==> src/rtl/osc_clk_src_ctrl_if.sv <==
// rtl/osc_clk_src_ctrl_if.sv - control/status bundle between the oscillator source controller and its environment
//
// Purpose: groups the source-controller inputs (enable, crystal toggle, CCC lock,
// fault clear) and its outputs (mux select, CCC reset, clock-ok, fault, state).
// Modports:
//   master - environment side: drives enable/xtl_tog/ccc_lock/fault_clr, observes status
//   slave  - controller side: observes the inputs, drives sel_xtl/ccc_rst/clk_ok/fault/state
`timescale 1ns/1ps

interface osc_clk_src_ctrl_if;
    logic       enable;
    logic       xtl_tog;
    logic       ccc_lock;
    logic       fault_clr;
    logic       sel_xtl;
    logic       ccc_rst;
    logic       clk_ok;
    logic       fault;
    logic [2:0] state;

    modport master (
        output enable, xtl_tog, ccc_lock, fault_clr,
        input  sel_xtl, ccc_rst, clk_ok, fault, state
    );

    modport slave (
        input  enable, xtl_tog, ccc_lock, fault_clr,
        output sel_xtl, ccc_rst, clk_ok, fault, state
    );
endinterface

==> src/rtl/osc_clk_src_ctrl.sv <==
// rtl/osc_clk_src_ctrl.sv - crystal qualification and clock-source switching controller
//
// Purpose: runs on the RC oscillator clock, qualifies the crystal by counting its
// (XTL/2) toggle edges over fixed windows, switches the fabric clock mux to the
// crystal after GOOD_WINDOWS consecutive good windows, sequences the CCC reset and
// lock, and falls back to RC on crystal failure or lock timeout with a sticky fault.
// Ports:
//   clk  - RC oscillator clock, sole clock
//   rst  - asynchronous active-high reset
//   bus  - osc_clk_src_ctrl_if.slave: enable, xtl_tog, ccc_lock, fault_clr in;
//          sel_xtl, ccc_rst, clk_ok, fault, state[2:0] out
`timescale 1ns/1ps

module osc_clk_src_ctrl #(
    parameter int WINDOW_CYCLES  = 1024,
    parameter int MIN_EDGES      = 400,
    parameter int MAX_EDGES      = 420,
    parameter int GOOD_WINDOWS   = 4,
    parameter int CCC_RST_CYCLES = 16,
    parameter int LOCK_TIMEOUT   = 4096
) (
    input  logic               clk,
    input  logic               rst,
    osc_clk_src_ctrl_if.slave  bus
);

    localparam int WIN_W  = $clog2(WINDOW_CYCLES + 1);
    localparam int EDGE_W = $clog2(MAX_EDGES + 2);
    localparam int GOOD_W = $clog2(GOOD_WINDOWS + 1);
    localparam int RST_W  = $clog2(CCC_RST_CYCLES + 1);
    localparam int LOCK_W = $clog2(LOCK_TIMEOUT + 1);

    localparam logic [WIN_W-1:0]  WIN_LAST  = WIN_W'(WINDOW_CYCLES - 1);
    localparam logic [EDGE_W-1:0] EDGE_SAT  = EDGE_W'(MAX_EDGES + 1);
    localparam logic [EDGE_W-1:0] EDGE_MIN  = EDGE_W'(MIN_EDGES);
    localparam logic [EDGE_W-1:0] EDGE_MAX  = EDGE_W'(MAX_EDGES);
    localparam logic [GOOD_W-1:0] GOOD_SAT  = GOOD_W'(GOOD_WINDOWS);
    localparam logic [RST_W-1:0]  RST_LAST  = RST_W'(CCC_RST_CYCLES - 1);
    localparam logic [LOCK_W-1:0] LOCK_LAST = LOCK_W'(LOCK_TIMEOUT - 1);

    typedef enum logic [2:0] {
        S_IDLE     = 3'd0,
        S_RC_RST   = 3'd1,
        S_RC_LOCK  = 3'd2,
        S_RC_RUN   = 3'd3,
        S_XTL_RST  = 3'd4,
        S_XTL_LOCK = 3'd5,
        S_XTL_RUN  = 3'd6,
        S_FALLBACK = 3'd7
    } state_t;

    state_t state;

    // crystal toggle synchroniser and edge detect
    logic xtl_s1, xtl_s2, xtl_s3;
    logic edge_pulse;

    always_ff @(posedge clk or posedge rst) begin
        if (rst) begin
            xtl_s1 <= 1'b0;
            xtl_s2 <= 1'b0;
            xtl_s3 <= 1'b0;
        end else begin
            xtl_s1 <= bus.xtl_tog;
            xtl_s2 <= xtl_s1;
            xtl_s3 <= xtl_s2;
        end
    end

    assign edge_pulse = xtl_s2 ^ xtl_s3;

    // measurement window
    logic [WIN_W-1:0] win_cnt;
    logic             win_last;

    assign win_last = (win_cnt == WIN_LAST);

    always_ff @(posedge clk or posedge rst) begin
        if (rst) begin
            win_cnt <= '0;
        end else if (!bus.enable || win_last) begin
            win_cnt <= '0;
        end else begin
            win_cnt <= win_cnt + WIN_W'(1);
        end
    end

    // edge counter; edge_next already includes this cycle's edge so the
    // terminal-cycle edge takes part in the window verdict
    logic [EDGE_W-1:0] edge_cnt;
    logic [EDGE_W-1:0] edge_next;
    logic              win_done;
    logic              win_good;

    always_comb begin
        edge_next = edge_cnt;
        if (edge_pulse && (edge_cnt != EDGE_SAT)) begin
            edge_next = edge_cnt + EDGE_W'(1);
        end
    end

    always_ff @(posedge clk or posedge rst) begin
        if (rst) begin
            edge_cnt <= '0;
            win_done <= 1'b0;
            win_good <= 1'b0;
        end else if (!bus.enable) begin
            edge_cnt <= '0;
            win_done <= 1'b0;
        end else if (win_last) begin
            edge_cnt <= '0;
            win_done <= 1'b1;
            win_good <= (edge_next >= EDGE_MIN) && (edge_next <= EDGE_MAX);
        end else begin
            edge_cnt <= edge_next;
            win_done <= 1'b0;
        end
    end

    // consecutive good windows; held at zero while disabled, while a fault is
    // pending (so qualification restarts from scratch after fault_clr) and on fallback
    logic [GOOD_W-1:0] good_cnt;
    logic              fault;

    always_ff @(posedge clk or posedge rst) begin
        if (rst) begin
            good_cnt <= '0;
        end else if (!bus.enable || fault || (state == S_FALLBACK)) begin
            good_cnt <= '0;
        end else if (win_done) begin
            if (!win_good) begin
                good_cnt <= '0;
            end else if (good_cnt != GOOD_SAT) begin
                good_cnt <= good_cnt + GOOD_W'(1);
            end
        end
    end

    // source sequencing FSM
    logic              sel_xtl;
    logic              ccc_rst;
    logic              clk_ok;
    logic [RST_W-1:0]  rst_cnt;
    logic [LOCK_W-1:0] lock_cnt;

    always_ff @(posedge clk or posedge rst) begin
        if (rst) begin
            state    <= S_IDLE;
            sel_xtl  <= 1'b0;
            ccc_rst  <= 1'b1;
            clk_ok   <= 1'b0;
            fault    <= 1'b0;
            rst_cnt  <= '0;
            lock_cnt <= '0;
        end else begin
            // a fault set later in this block overrides the clear
            if (bus.fault_clr) begin
                fault <= 1'b0;
            end
            case (state)
                S_IDLE: begin
                    ccc_rst <= 1'b1;
                    rst_cnt <= '0;
                    state   <= S_RC_RST;
                end
                S_RC_RST: begin
                    if (rst_cnt == RST_LAST) begin
                        ccc_rst  <= 1'b0;
                        lock_cnt <= '0;
                        state    <= S_RC_LOCK;
                    end else begin
                        rst_cnt <= rst_cnt + RST_W'(1);
                    end
                end
                S_RC_LOCK: begin
                    if (bus.ccc_lock) begin
                        clk_ok <= 1'b1;
                        state  <= S_RC_RUN;
                    end else if (lock_cnt == LOCK_LAST) begin
                        fault   <= 1'b1;
                        ccc_rst <= 1'b1;
                        rst_cnt <= '0;
                        state   <= S_RC_RST;
                    end else begin
                        lock_cnt <= lock_cnt + LOCK_W'(1);
                    end
                end
                S_RC_RUN: begin
                    if (bus.enable && (good_cnt == GOOD_SAT) && !fault) begin
                        sel_xtl <= 1'b1;
                        ccc_rst <= 1'b1;
                        clk_ok  <= 1'b0;
                        rst_cnt <= '0;
                        state   <= S_XTL_RST;
                    end
                end
                S_XTL_RST: begin
                    if (!bus.enable) begin
                        sel_xtl <= 1'b0;
                        state   <= S_FALLBACK;
                    end else if (rst_cnt == RST_LAST) begin
                        ccc_rst  <= 1'b0;
                        lock_cnt <= '0;
                        state    <= S_XTL_LOCK;
                    end else begin
                        rst_cnt <= rst_cnt + RST_W'(1);
                    end
                end
                S_XTL_LOCK: begin
                    if (!bus.enable) begin
                        sel_xtl <= 1'b0;
                        ccc_rst <= 1'b1;
                        state   <= S_FALLBACK;
                    end else if (bus.ccc_lock) begin
                        clk_ok <= 1'b1;
                        state  <= S_XTL_RUN;
                    end else if (lock_cnt == LOCK_LAST) begin
                        fault   <= 1'b1;
                        sel_xtl <= 1'b0;
                        ccc_rst <= 1'b1;
                        state   <= S_FALLBACK;
                    end else begin
                        lock_cnt <= lock_cnt + LOCK_W'(1);
                    end
                end
                S_XTL_RUN: begin
                    if ((win_done && !win_good) || !bus.ccc_lock) begin
                        fault   <= 1'b1;
                        sel_xtl <= 1'b0;
                        clk_ok  <= 1'b0;
                        ccc_rst <= 1'b1;
                        state   <= S_FALLBACK;
                    end else if (!bus.enable) begin
                        sel_xtl <= 1'b0;
                        clk_ok  <= 1'b0;
                        ccc_rst <= 1'b1;
                        state   <= S_FALLBACK;
                    end
                end
                S_FALLBACK: begin
                    sel_xtl <= 1'b0;
                    clk_ok  <= 1'b0;
                    ccc_rst <= 1'b1;
                    rst_cnt <= '0;
                    state   <= S_RC_RST;
                end
                default: begin
                    state <= S_IDLE;
                end
            endcase
        end
    end

    assign bus.sel_xtl = sel_xtl;
    assign bus.ccc_rst = ccc_rst;
    assign bus.clk_ok  = clk_ok;
    assign bus.fault   = fault;
    assign bus.state   = state;

endmodule

==> src/flat_wrapper.sv <==
// flat-port wrapper written by rule: the top's interface ports become plain ports
module osc_clk_src_ctrl_flat 
#(
    parameter int WINDOW_CYCLES  = 1024,
    parameter int MIN_EDGES      = 400,
    parameter int MAX_EDGES      = 420,
    parameter int GOOD_WINDOWS   = 4,
    parameter int CCC_RST_CYCLES = 16,
    parameter int LOCK_TIMEOUT   = 4096
)
  (clk, rst, bus_enable, bus_xtl_tog, bus_ccc_lock, bus_fault_clr, bus_sel_xtl, bus_ccc_rst, bus_clk_ok, bus_fault, bus_state);
  osc_clk_src_ctrl_if bus_i ();
  input  logic clk;
  input  logic rst;
  input wire logic [$bits(bus_i.enable)-1:0] bus_enable;
  input wire logic [$bits(bus_i.xtl_tog)-1:0] bus_xtl_tog;
  input wire logic [$bits(bus_i.ccc_lock)-1:0] bus_ccc_lock;
  input wire logic [$bits(bus_i.fault_clr)-1:0] bus_fault_clr;
  output wire logic [$bits(bus_i.sel_xtl)-1:0] bus_sel_xtl;
  output wire logic [$bits(bus_i.ccc_rst)-1:0] bus_ccc_rst;
  output wire logic [$bits(bus_i.clk_ok)-1:0] bus_clk_ok;
  output wire logic [$bits(bus_i.fault)-1:0] bus_fault;
  output wire logic [$bits(bus_i.state)-1:0] bus_state;
  assign bus_i.enable = bus_enable;
  assign bus_i.xtl_tog = bus_xtl_tog;
  assign bus_i.ccc_lock = bus_ccc_lock;
  assign bus_i.fault_clr = bus_fault_clr;
  assign bus_sel_xtl = bus_i.sel_xtl;
  assign bus_ccc_rst = bus_i.ccc_rst;
  assign bus_clk_ok = bus_i.clk_ok;
  assign bus_fault = bus_i.fault;
  assign bus_state = bus_i.state;
  osc_clk_src_ctrl #(.WINDOW_CYCLES(WINDOW_CYCLES), .MIN_EDGES(MIN_EDGES), .MAX_EDGES(MAX_EDGES), .GOOD_WINDOWS(GOOD_WINDOWS), .CCC_RST_CYCLES(CCC_RST_CYCLES), .LOCK_TIMEOUT(LOCK_TIMEOUT)) u_core (.clk(clk), .rst(rst), .bus(bus_i));
endmodule
==> config.mk <==
export PLATFORM = sky130hd
export DESIGN_NAME = osc_clk_src_ctrl_flat
export DESIGN_NICKNAME = d
export VERILOG_FILES = /design/src/rtl/osc_clk_src_ctrl_if.sv /design/src/rtl/osc_clk_src_ctrl.sv /design/src/flat_wrapper.sv
export SDC_FILE = /design/constraint.sdc
export NUM_CORES = 1
export LEC_CHECK = 0
export CORE_ASPECT_RATIO = 0.8
export CORE_MARGIN = 2
export CORE_UTILIZATION = 30
export DETAILED_ROUTE_END_ITERATION = 6
export PLACE_DENSITY_LB_ADDON = 0.2
export SLEW_MARGIN = 20
export SYNTH_ARGS = -nofsm -noshare
export SYNTH_HDL_FRONTEND = slang
export SYNTH_SLANG_ARGS = --single-unit
==> constraint.sdc <==
create_clock -name clk -period 4.7 [get_ports clk]
set_input_delay 0.705 -clock clk [delete_from_list [all_inputs] [get_ports clk]]
set_output_delay 0.705 -clock clk [all_outputs]
set_load 0.03 [all_outputs]
==> results of run 1 <==
==> worst reg2reg max path: stages (launching register included) <==
cell	delay, ns
dfrtp_1	0.41
ha_1	0.24
and3_1	0.20
ha_1	0.28
mux2_2	0.29
a21oi_1	0.18
o21a_1	0.49
o21ai_0	0.27
mux2_2	0.32
==> through the flow <==
stage | worst slack, ns | instances | hold WS, ns
floorplan | 2.53 | 344 | 0.331
global placement | 1.76 | 485 | 0.332
global route | 1.74 | 492 | 0.364
CTS | 1.91 | 492 | 0.352
detailed placement | 1.69 | 485 | 0.336
finish | 1.92 | 492 | 0.349
==> routing by layer <==
layer	vias to the layer above	wire (µm)	global-route usage
met5	-	0	0
met4	0	61	0.0361
met3	5	235	0.0263
met2	37	2990	0.199
met1	1211	3700	0.189
li1	1280	-	-
==> worst paths after layout <==
check                                     endpoint
worst max-delay path            u_core.lock_cnt[1]
worst min-delay path                 u_core.xtl_s2
worst max register to register  u_core.lock_cnt[1]
worst min register to register       u_core.xtl_s2
max in group asynchronous       u_core.bus.ccc_rst
min in group asynchronous       u_core.edge_cnt[1]
==> power groups by stage <==
stage	logic, mW	clock network (mW)	registers (mW)
4_1_cts	0.469	0.374	0.630
6_report	0.464	0.358	0.629
5_1_grt	0.516	0.393	0.650
3_5_place_dp	0.464	0	0.637
3_3_place_gp	0.464	0	0.636
2_1_floorplan	0.355	0	0.607
==> cells in the final DEF, fill, tap and decap left out, types with 4 or more instances in the layout <==
master / netlist / layout
o31ai_1: 10 / 10
nand2_1: 23 / 23
nor3_1: 7 / 7
nand2b_1: 7 / 7
clkdlybuf4s50_1: 0 / 12
a211oi_1: 5 / 5
a21o_1: 5 / 5
a31oi_1: 4 / 4
or3_1: 4 / 4
nor2_1: 32 / 32
inv_1: 18 / 17
nand3_1: 20 / 20
xnor2_1: 8 / 8
a21oi_1: 22 / 22
or4_1: 10 / 10
o21ai_0: 17 / 17
and3_1: 8 / 8
clkbuf_16: 0 / 5
ha_1: 8 / 8
xor2_1: 8 / 8
mux2_2: 4 / 4
dfrtp_1: 52 / 52
==> flip-flops by register name (all words and copies together), names as in the netlist <==
register / count
u_core.rst_cnt: 5
u_core.bus.ccc_rst: 1
u_core.good_cnt: 3
u_core.xtl_s3: 1
u_core.bus.clk_ok: 1
u_core.xtl_s1: 1
u_core.win_done: 1
u_core.bus.fault: 1
u_core.bus.state: 3
u_core.bus.sel_xtl: 1
u_core.lock_cnt: 13
u_core.win_good: 1
u_core.xtl_s2: 1
u_core.edge_cnt: 9
u_core.win_cnt: 11
==> layout make-up <==
type / instances / area, µm² / area share
Clock buffer: 6 / 129 / 0.0367
Clock inverter: 1 / 8.76 / 0.00250
Inverter: 18 / 67.6 / 0.0193
Multi-Input combinational cell: 260 / 1670 / 0.475
Sequential cell: 53 / 1330 / 0.378
Tap cell: 140 / 175 / 0.0499
Timing Repair Buffer: 14 / 135 / 0.0385
==> logic make-up after synthesis <==
group | Yosys count
simple gates | 140
compound gates | 89
flops | 53
buf+inv | 31
xor+xnor | 16
fa+ha+maj | 8
mux | 7
==> flow_metrics.tcl, run 1 <==
set metrics [dict create \
    start_util 0.307 \
    coreArea_mm2 0.0102 \
    skew_ns 0.00826 \
    place_area_mm2 0.00337 \
    design_area_mm2 0.00351 \
    antenna_cells 0 \
    worstPathRequired_ns 4.88 \
    synth_common_cells "dfrtp_1 (52), nor2_1 (32), nand2_1 (23), a21oi_1 (22), nand3_1 (20)" \
    crit_path_start "u_core.rst_cnt[0]" \
    vias_per_cell 5.15 \
    r2r_cells 8 \
    path_clk_slew_ns 0.07 \
    crit_chain "ha_1 > and3_1 > ha_1 > mux2_2 > a21oi_1 > o21a_1 > o21ai_0 > mux2_2" \
    gp_congestion 0.827 \
    slew_viol_final 0 \
    port_buffers 12 \
    critPathBufInv 0 \
    grt_pass1_wl_um 11900 \
    totalWireLength_um 6990 \
    run_status "completed" \
    via_count 2533 \
    power.internal_uw 905 \
    clkPwrFrac 0.247 \
    grt_pass1_vias 2414 \
    reg2reg_slack_ns 1.92 \
    p_seq_frac 0.433 \
    hold_path_depth 0 \
    cts.root.buffer_cell "clkbuf_16" \
    dieArea_mm2 0.0113 \
    synth_fa_ha_area_frac 0.0320 \
    wl_per_cell_um 14.2 \
    fin_tns_setup_ns 0 \
    overflow 0 \
    cts_hold_buffers 0 \
    netlist.area_leader.share 0.416 \
    yosysTopAreaCell "dfrtp_1" \
    power.density_mw_per_mm2 414 \
    clock_path_buffers 2 \
    die_w_um 118 \
    syn_avg_cell_area_um2 9.09 \
    clock.fmax_ghz 0.359 \
    synth_compound_area_frac 0.189 \
    hp-start "u_core.xtl_s1" \
    max_slew_margin 0.484 \
    critPathMaxStageDelay_ns 0.49 \
    crit_family "compound AO/OA/AOI/OAI gates" \
    clk_latency_ns 0.29 \
    hp-class "flop to flop" \
    r2r_start "u_core.rst_cnt[0]" \
    setup_violations 0 \
    rows 33 \
    cp_max_fo 18 \
    synth_xor_area_frac 0.0448 \
    power_switching_uw 546 \
    synth_cell_types 59 \
    min_period_over_period 0.592 \
    worst-path-stages 8 \
    rsz0062_at_grt "false" \
    post-route-min-period_ns 2.78 \
    crit_path_top_delay_cell "o21a_1" \
    synth.area.top_cells "dfrtp_1 (42%), nor2_1 (3.8%), a21oi_1 (3.5%)" \
    p_sw_frac 0.376 \
    synthArstFlopShare 1.00 \
    synth_most_common_cell "dfrtp_1" \
    cp.arrival_ns 2.96 \
    fin_nets 366 \
    drt_first_pass_iters 4 \
    drt_iter0_markers 169 \
    critPathLaunchType "flop" \
    synth_nets 358 \
    synthMuxAreaShare 0.0240 \
    postCtsResizedCells 0 \
    synth_ff_type "dfrtp_1" \
    area_growth_pct 12.2 \
    worstMarginPinSlew_ns 0.769 \
    drv_cap 0 \
    cts_made_buffers 5 \
    clkSinkCount 53 \
    synth_seq_area_share 0.424 \
    p_leak_nw 1.43 \
    die_h_um 95.3 \
    crit_type "flop to flop" \
    postLayoutCoreUtil 0.344 \
    htree_levels 2 \
    ant_nets 0 \
    track_usage 0.131 \
    ios 13 \
    yosys_warnings 0 \
    cts_tree "built" \
    postCtsSetupRepairBufs 0 \
    peakVddDrop_mv 0.176 \
    grt_max_degree 37 \
    drc 0 \
    dp_hpwl_um 4970 \
    num-fill-cells 1051 \
    syn_area_mm2 0.00313 \
    timing_hold_violations_final 0 \
    endpoint_kind "flop" \
    syn-instance-count 344 \
    antenna_found_initial 0 \
    synthSimpleGateAreaFrac 0.243 \
    p_comb_frac 0.320 \
    yosys_register_bits 53 \
    synth_top_family_by_area "simple AND/OR/NAND/NOR gates" \
    total_power_mw 1.45 \
    synth_edf_count 0 \
    drive_above_1_share 0.0597 \
]
Note: power is estimated with default switching activity, not from simulation.
==> inputs of run 2 (changes only) <==
- clock period: 4.7 -> 2.3 ns (I/O delays scaled with it)
==> flow_metrics.tcl, run 2 (synthesis results as in run 1) <==
set metrics [dict create \
    run_status "completed" \
    fin_tns_setup_ns 0 \
    p_seq_frac 0.360 \
    antenna_cells 0 \
    cts_hold_buffers 0 \
    top_register "u_core.lock_cnt" \
    path_clk_slew_ns 0.07 \
    gp_congestion 0.837 \
    port_buffers 12 \
    regArea_mm2 0.00133 \
    top_regs "u_core.lock_cnt x13, u_core.win_cnt x11, u_core.edge_cnt x9" \
    setup_violations 0 \
    worstPathRequired_ns 2.53 \
    fin_nets 390 \
    grt_max_degree 25 \
    grt_pass1_vias 2497 \
    ant_nets 0 \
    start_util 0.307 \
    via_count 2674 \
    clk_latency_ns 0.30 \
    dp_hpwl_um 5200 \
    skew_ns 0.00678 \
    grt_pass1_wl_um 12400 \
    cts_tree "built" \
    vias_per_cell 5.17 \
    hp-class "flop to flop" \
    power.internal_mw 2.02 \
    slew_viol_final 0 \
    multi_input_area_mm2 0.00168 \
    area_growth_pct 19.6 \
    ios 13 \
    peakVddDrop_mv 0.356 \
    clkSinkCount 53 \
    antenna_found_initial 0 \
    overflow 0 \
    post-route-min-period_ns 2.17 \
    die_h_um 95.3 \
    cts_made_buffers 5 \
    timing_hold_violations_final 0 \
    cts.root.buffer_cell "clkbuf_16" \
    clock.fmax_ghz 0.460 \
    power_switching_mw 1.19 \
    setup_slack_ns 0.127 \
    track_usage 0.137 \
    cp.arrival_ns 2.40 \
    drt_iter0_markers 157 \
    post-place-ws_ns -0.0181 \
    dp.cells 508 \
    drc 0 \
    rows 33 \
    dieArea_mm2 0.0113 \
    power.density_mw_per_mm2 857 \
    p_comb_frac 0.390 \
    largest_register_ffs 13 \
    endpoint_kind "flop" \
    clock_path_buffers 2 \
    mostFrequentLayoutCell "dfrtp_1" \
    clkPwrFrac 0.250 \
    totalWireLength_um 7150 \
    wl_per_cell_um 13.8 \
    htree_levels 2 \
    worstMarginPinSlew_ns 0.572 \
    cp_max_fo 17 \
    coreArea_mm2 0.0102 \
    die_w_um 118 \
    layout.cells.most_common_list "dfrtp_1 (52), nor2_1 (32), buf_4 (24)" \
    drive_above_1_share 0.133 \
    critPathLaunchType "flop" \
    p_sw_frac 0.370 \
    p_leak_nw 1.58 \
    fin_cells 517 \
    min_period_over_period 0.945 \
    drv_cap 0 \
    drt_first_pass_iters 4 \
    total_power_mw 3.21 \
    rsz0062_at_grt "false" \
    num-fill-cells 1035 \
    whs_ns 0.352 \
    crit_type "flop to flop" \
    max_slew_margin 0.616 \
]
run 2: changes by cell type in the layout (fill, tap and decap cells not counted):
cell | previous run | this run
clkbuf_1 | 1 | 0
ha_2 | 0 | 1
o21ai_1 | 2 | 3
clkbuf_8 | 0 | 1
a21oi_1 | 22 | 20
o21ai_0 | 17 | 16
buf_4 | 2 | 24
inv_6 | 0 | 1
a21oi_2 | 0 | 2
ha_1 | 8 | 7
buf_12 | 0 | 2
run 2: power by group through the flow:
stage,clock network (mW),logic (mW),registers [mW]
floorplan,0,0.726,1.24
detailed placement,0,1.23,1.17
global placement,0,1.23,1.17
CTS,0.837,1.24,1.16
global route,0.873,1.41,1.17
finish,0.803,1.25,1.15
run 2: worst max-delay path, cell delays in order, from the launching register on:
cell and delay, ns:
dfrtp_1 0.35, ha_1 0.16, and3_1 0.17, ha_2 0.19, and3_1 0.18, a21oi_2 0.05
o21a_1 0.22, buf_12 0.16, or4_1 0.48, a21oi_1 0.15
run 2: layer usage:
| metal | up-vias | share of wire | track usage |
|---|---|---|---|
| met5 | - | 0 | 0 |
| met4 | 0 | 0.013 | 0.0422 |
| met3 | 8 | 0.030 | 0.0257 |
| met2 | 40 | 0.43 | 0.211 |
| met1 | 1293 | 0.53 | 0.196 |
| li1 | 1333 | - | - |
run 2: final cells by class:
cell class / count / share of cell area
multi-input combinational: 260 / 0.448
sequential: 53 / 0.355
timing repair buffer: 38 / 0.0909
tap: 140 / 0.0468
clock buffer: 6 / 0.0371
inverter: 18 / 0.0181
clock inverter: 2 / 0.00468
run 2: path summary, 6_finish.rpt:
check | slack (ns) | cells after the start | to | startpoint
setup / recovery | 0.13 | 9 | u_core.lock_cnt[5] | u_core.rst_cnt[1]
hold / removal | 0.35 | 0 | u_core.xtl_s2 | u_core.xtl_s1
setup reg to reg | 0.13 | 9 | u_core.lock_cnt[5] | u_core.rst_cnt[1]
hold reg to reg | 0.35 | 0 | u_core.xtl_s2 | u_core.xtl_s1
max in group asynchronous | 1.35 | 3 | u_core.rst_cnt[2] | rst
min in group asynchronous | 0.42 | 2 | u_core.edge_cnt[7] | rst
run 2: timing repair:
item	4_1_cts	5_1_grt
endpoints found under the setup margin	0	10
resized for setup	0	4
setup buffers	0	1
run 2: through the flow:
stage,area [µm²],util
2_1_floorplan,3130,-
3_3_place_gp,3570,0.350
3_5_place_dp,3570,0.350
4_1_cts,3720,0.365
5_1_grt,3740,0.367
6_report,3740,0.367
==> inputs of run 3 (changes only) <==
- GPL_TIMING_DRIVEN: not set -> 1
- PLACE_DENSITY: not set -> 0.44
- PLACE_DENSITY_LB_ADDON: 0.2 -> not set
- REMOVE_ABC_BUFFERS: not set -> 1
==> flow_metrics.tcl, run 3 (synthesis results as in run 1) <==
set metrics [dict create \
    min_period_over_period 0.953 \
    critPathLaunchType "flop" \
    critPathBufInv 1 \
    rows 33 \
    clk_latency_ns 0.30 \
    antenna_found_initial 0 \
    r2r_start "u_core.rst_cnt[0]" \
    slew_viol_final 0 \
    clkPwrFrac 0.244 \
    power.density_mw_per_mm2 855 \
    gp_congestion 0.782 \
    via_count 2656 \
    track_usage 0.137 \
    crit_path_top_delay_cell "or4_1" \
    hp-class "flop to flop" \
    hp-start "u_core.xtl_s1" \
    critPathMaxStageDelay_ns 0.46 \
    worstMarginPinSlew_ns 0.544 \
    cts_made_buffers 5 \
    fin_nets 392 \
    port_buffers 12 \
    grt_max_degree 33 \
    p_seq_frac 0.358 \
    drc 0 \
    dp_hpwl_um 5280 \
    setup_violations 0 \
    r2r_cells 9 \
    run_status "completed" \
    rsz0062_at_grt "false" \
    totalWireLength_um 7380 \
    antenna_cells 0 \
    crit_path_start "u_core.rst_cnt[0]" \
    total_power_mw 3.21 \
    power_switching_mw 1.20 \
    fin_tns_setup_ns 0 \
    cts.root.buffer_cell "clkbuf_16" \
    max_slew_margin 0.635 \
    cts_hold_buffers 0 \
    coreArea_mm2 0.0102 \
    endpoint_kind "flop" \
    crit_chain "ha_1 > and3_4 > ha_4 > and3_1 > a21oi_1 > o21a_1 > buf_12 > or4_1 > a21oi_1" \
    p_leak_nw 1.57 \
    crit_type "flop to flop" \
    ant_nets 0 \
    crit_path_frequent_cell "a21oi_1" \
    peakVddDrop_mv 0.270 \
    timing_hold_violations_final 0 \
    start_util 0.307 \
    ios 13 \
    mostFrequentLayoutCell "dfrtp_1" \
    clkSinkCount 53 \
    postCtsResizedCells 1 \
    clock.fmax_ghz 0.456 \
    skew_ns 0.00795 \
    postCtsSetupRepairBufs 0 \
    drv_cap 0 \
    overflow 0 \
    wl_per_cell_um 14.2 \
    vias_per_cell 5.12 \
    path_clk_slew_ns 0.08 \
    top_register "u_core.lock_cnt" \
    cp_max_fo 17 \
    post-route-min-period_ns 2.19 \
    area_growth_pct 19.9 \
    crit_family "simple AND/OR/NAND/NOR gates" \
    top_regs "u_core.lock_cnt x13, u_core.win_cnt x11, u_core.edge_cnt x9" \
    p_sw_frac 0.373 \
    htree_levels 2 \
    dieArea_mm2 0.0113 \
    drive_above_1_share 0.137 \
    grt_pass1_vias 2521 \
    cp.arrival_ns 2.41 \
    p_comb_frac 0.398 \
    die_w_um 118 \
    drt_first_pass_iters 4 \
    worst-path-stages 9 \
    worstPathRequired_ns 2.52 \
    reg2reg_slack_ns 0.11 \
    largest_register_ffs 13 \
    clock_path_buffers 2 \
    die_h_um 95.3 \
    layout.cells.most_common_list "dfrtp_1 (52), nor2_1 (32), buf_4 (27)" \
    hold_path_depth 0 \
    drt_iter0_markers 141 \
    grt_pass1_wl_um 12500 \
    power.internal_mw 2.01 \
    cts_tree "built" \
]
-- run 3: final timing paths --
path	endpoint
setup / recovery	u_core.lock_cnt[8]
hold / removal	u_core.xtl_s2
setup reg to reg	u_core.lock_cnt[8]
hold reg to reg	u_core.xtl_s2
max in group asynchronous	u_core.bus.ccc_rst
min in group asynchronous	u_core.win_cnt[10]
-- run 3: metal layers --
metal | part of all wire | vias to the layer above | track usage
li1 | - | 1332 | -
met1 | 0.54 | 1279 | 0.203
met2 | 0.42 | 43 | 0.206
met3 | 0.029 | 2 | 0.0257
met4 | 0.0057 | 0 | 0.0341
met5 | 0 | - | 0
-- run 3: metrics by stage --
| step | area (µm²) | hold slack [ns] | setup slack (ns) | util | cells |
|---|---|---|---|---|---|
| after global placement | 3580 | 0.333 | -0.0259 | 0.351 | 511 |
| after global routing | 3750 | 0.369 | 0.00462 | 0.368 | 519 |
| final | 3750 | 0.351 | 0.107 | 0.368 | 519 |
| after floorplan | 3060 | 0.331 | -0.0773 | - | 331 |
| after CTS | 3730 | 0.354 | 0.0274 | 0.366 | 519 |
| after detailed placement | 3580 | 0.337 | -0.0601 | 0.351 | 511 |
-- run 3: final cells by class --
cell class | count | area, µm²
fillers | 1063 | 6450
multi-input cells | 260 | 1690
flip-flops and latches | 53 | 1330
repair buffers | 40 | 343
well taps | 140 | 175
clock buffers | 5 | 125
inverters | 18 | 67.6
clock inverters | 3 | 25.0
-- run 3: worst register-to-register path, cell delays in order (launching register included) --
cell	delay, ns
dfrtp_1	0.35
ha_1	0.19
and3_4	0.20
ha_4	0.16
and3_1	0.17
a21oi_1	0.05
o21a_1	0.22
buf_12	0.16
or4_1	0.46
a21oi_1	0.16
-- run 3: power groups by stage --
stage	clock network (mW)	registers, mW	logic, mW
floorplan	0	1.32	0.599
global placement	0	1.17	1.27
detailed placement	0	1.17	1.26
CTS	0.816	1.15	1.27
global route	0.856	1.17	1.41
finish	0.782	1.15	1.28
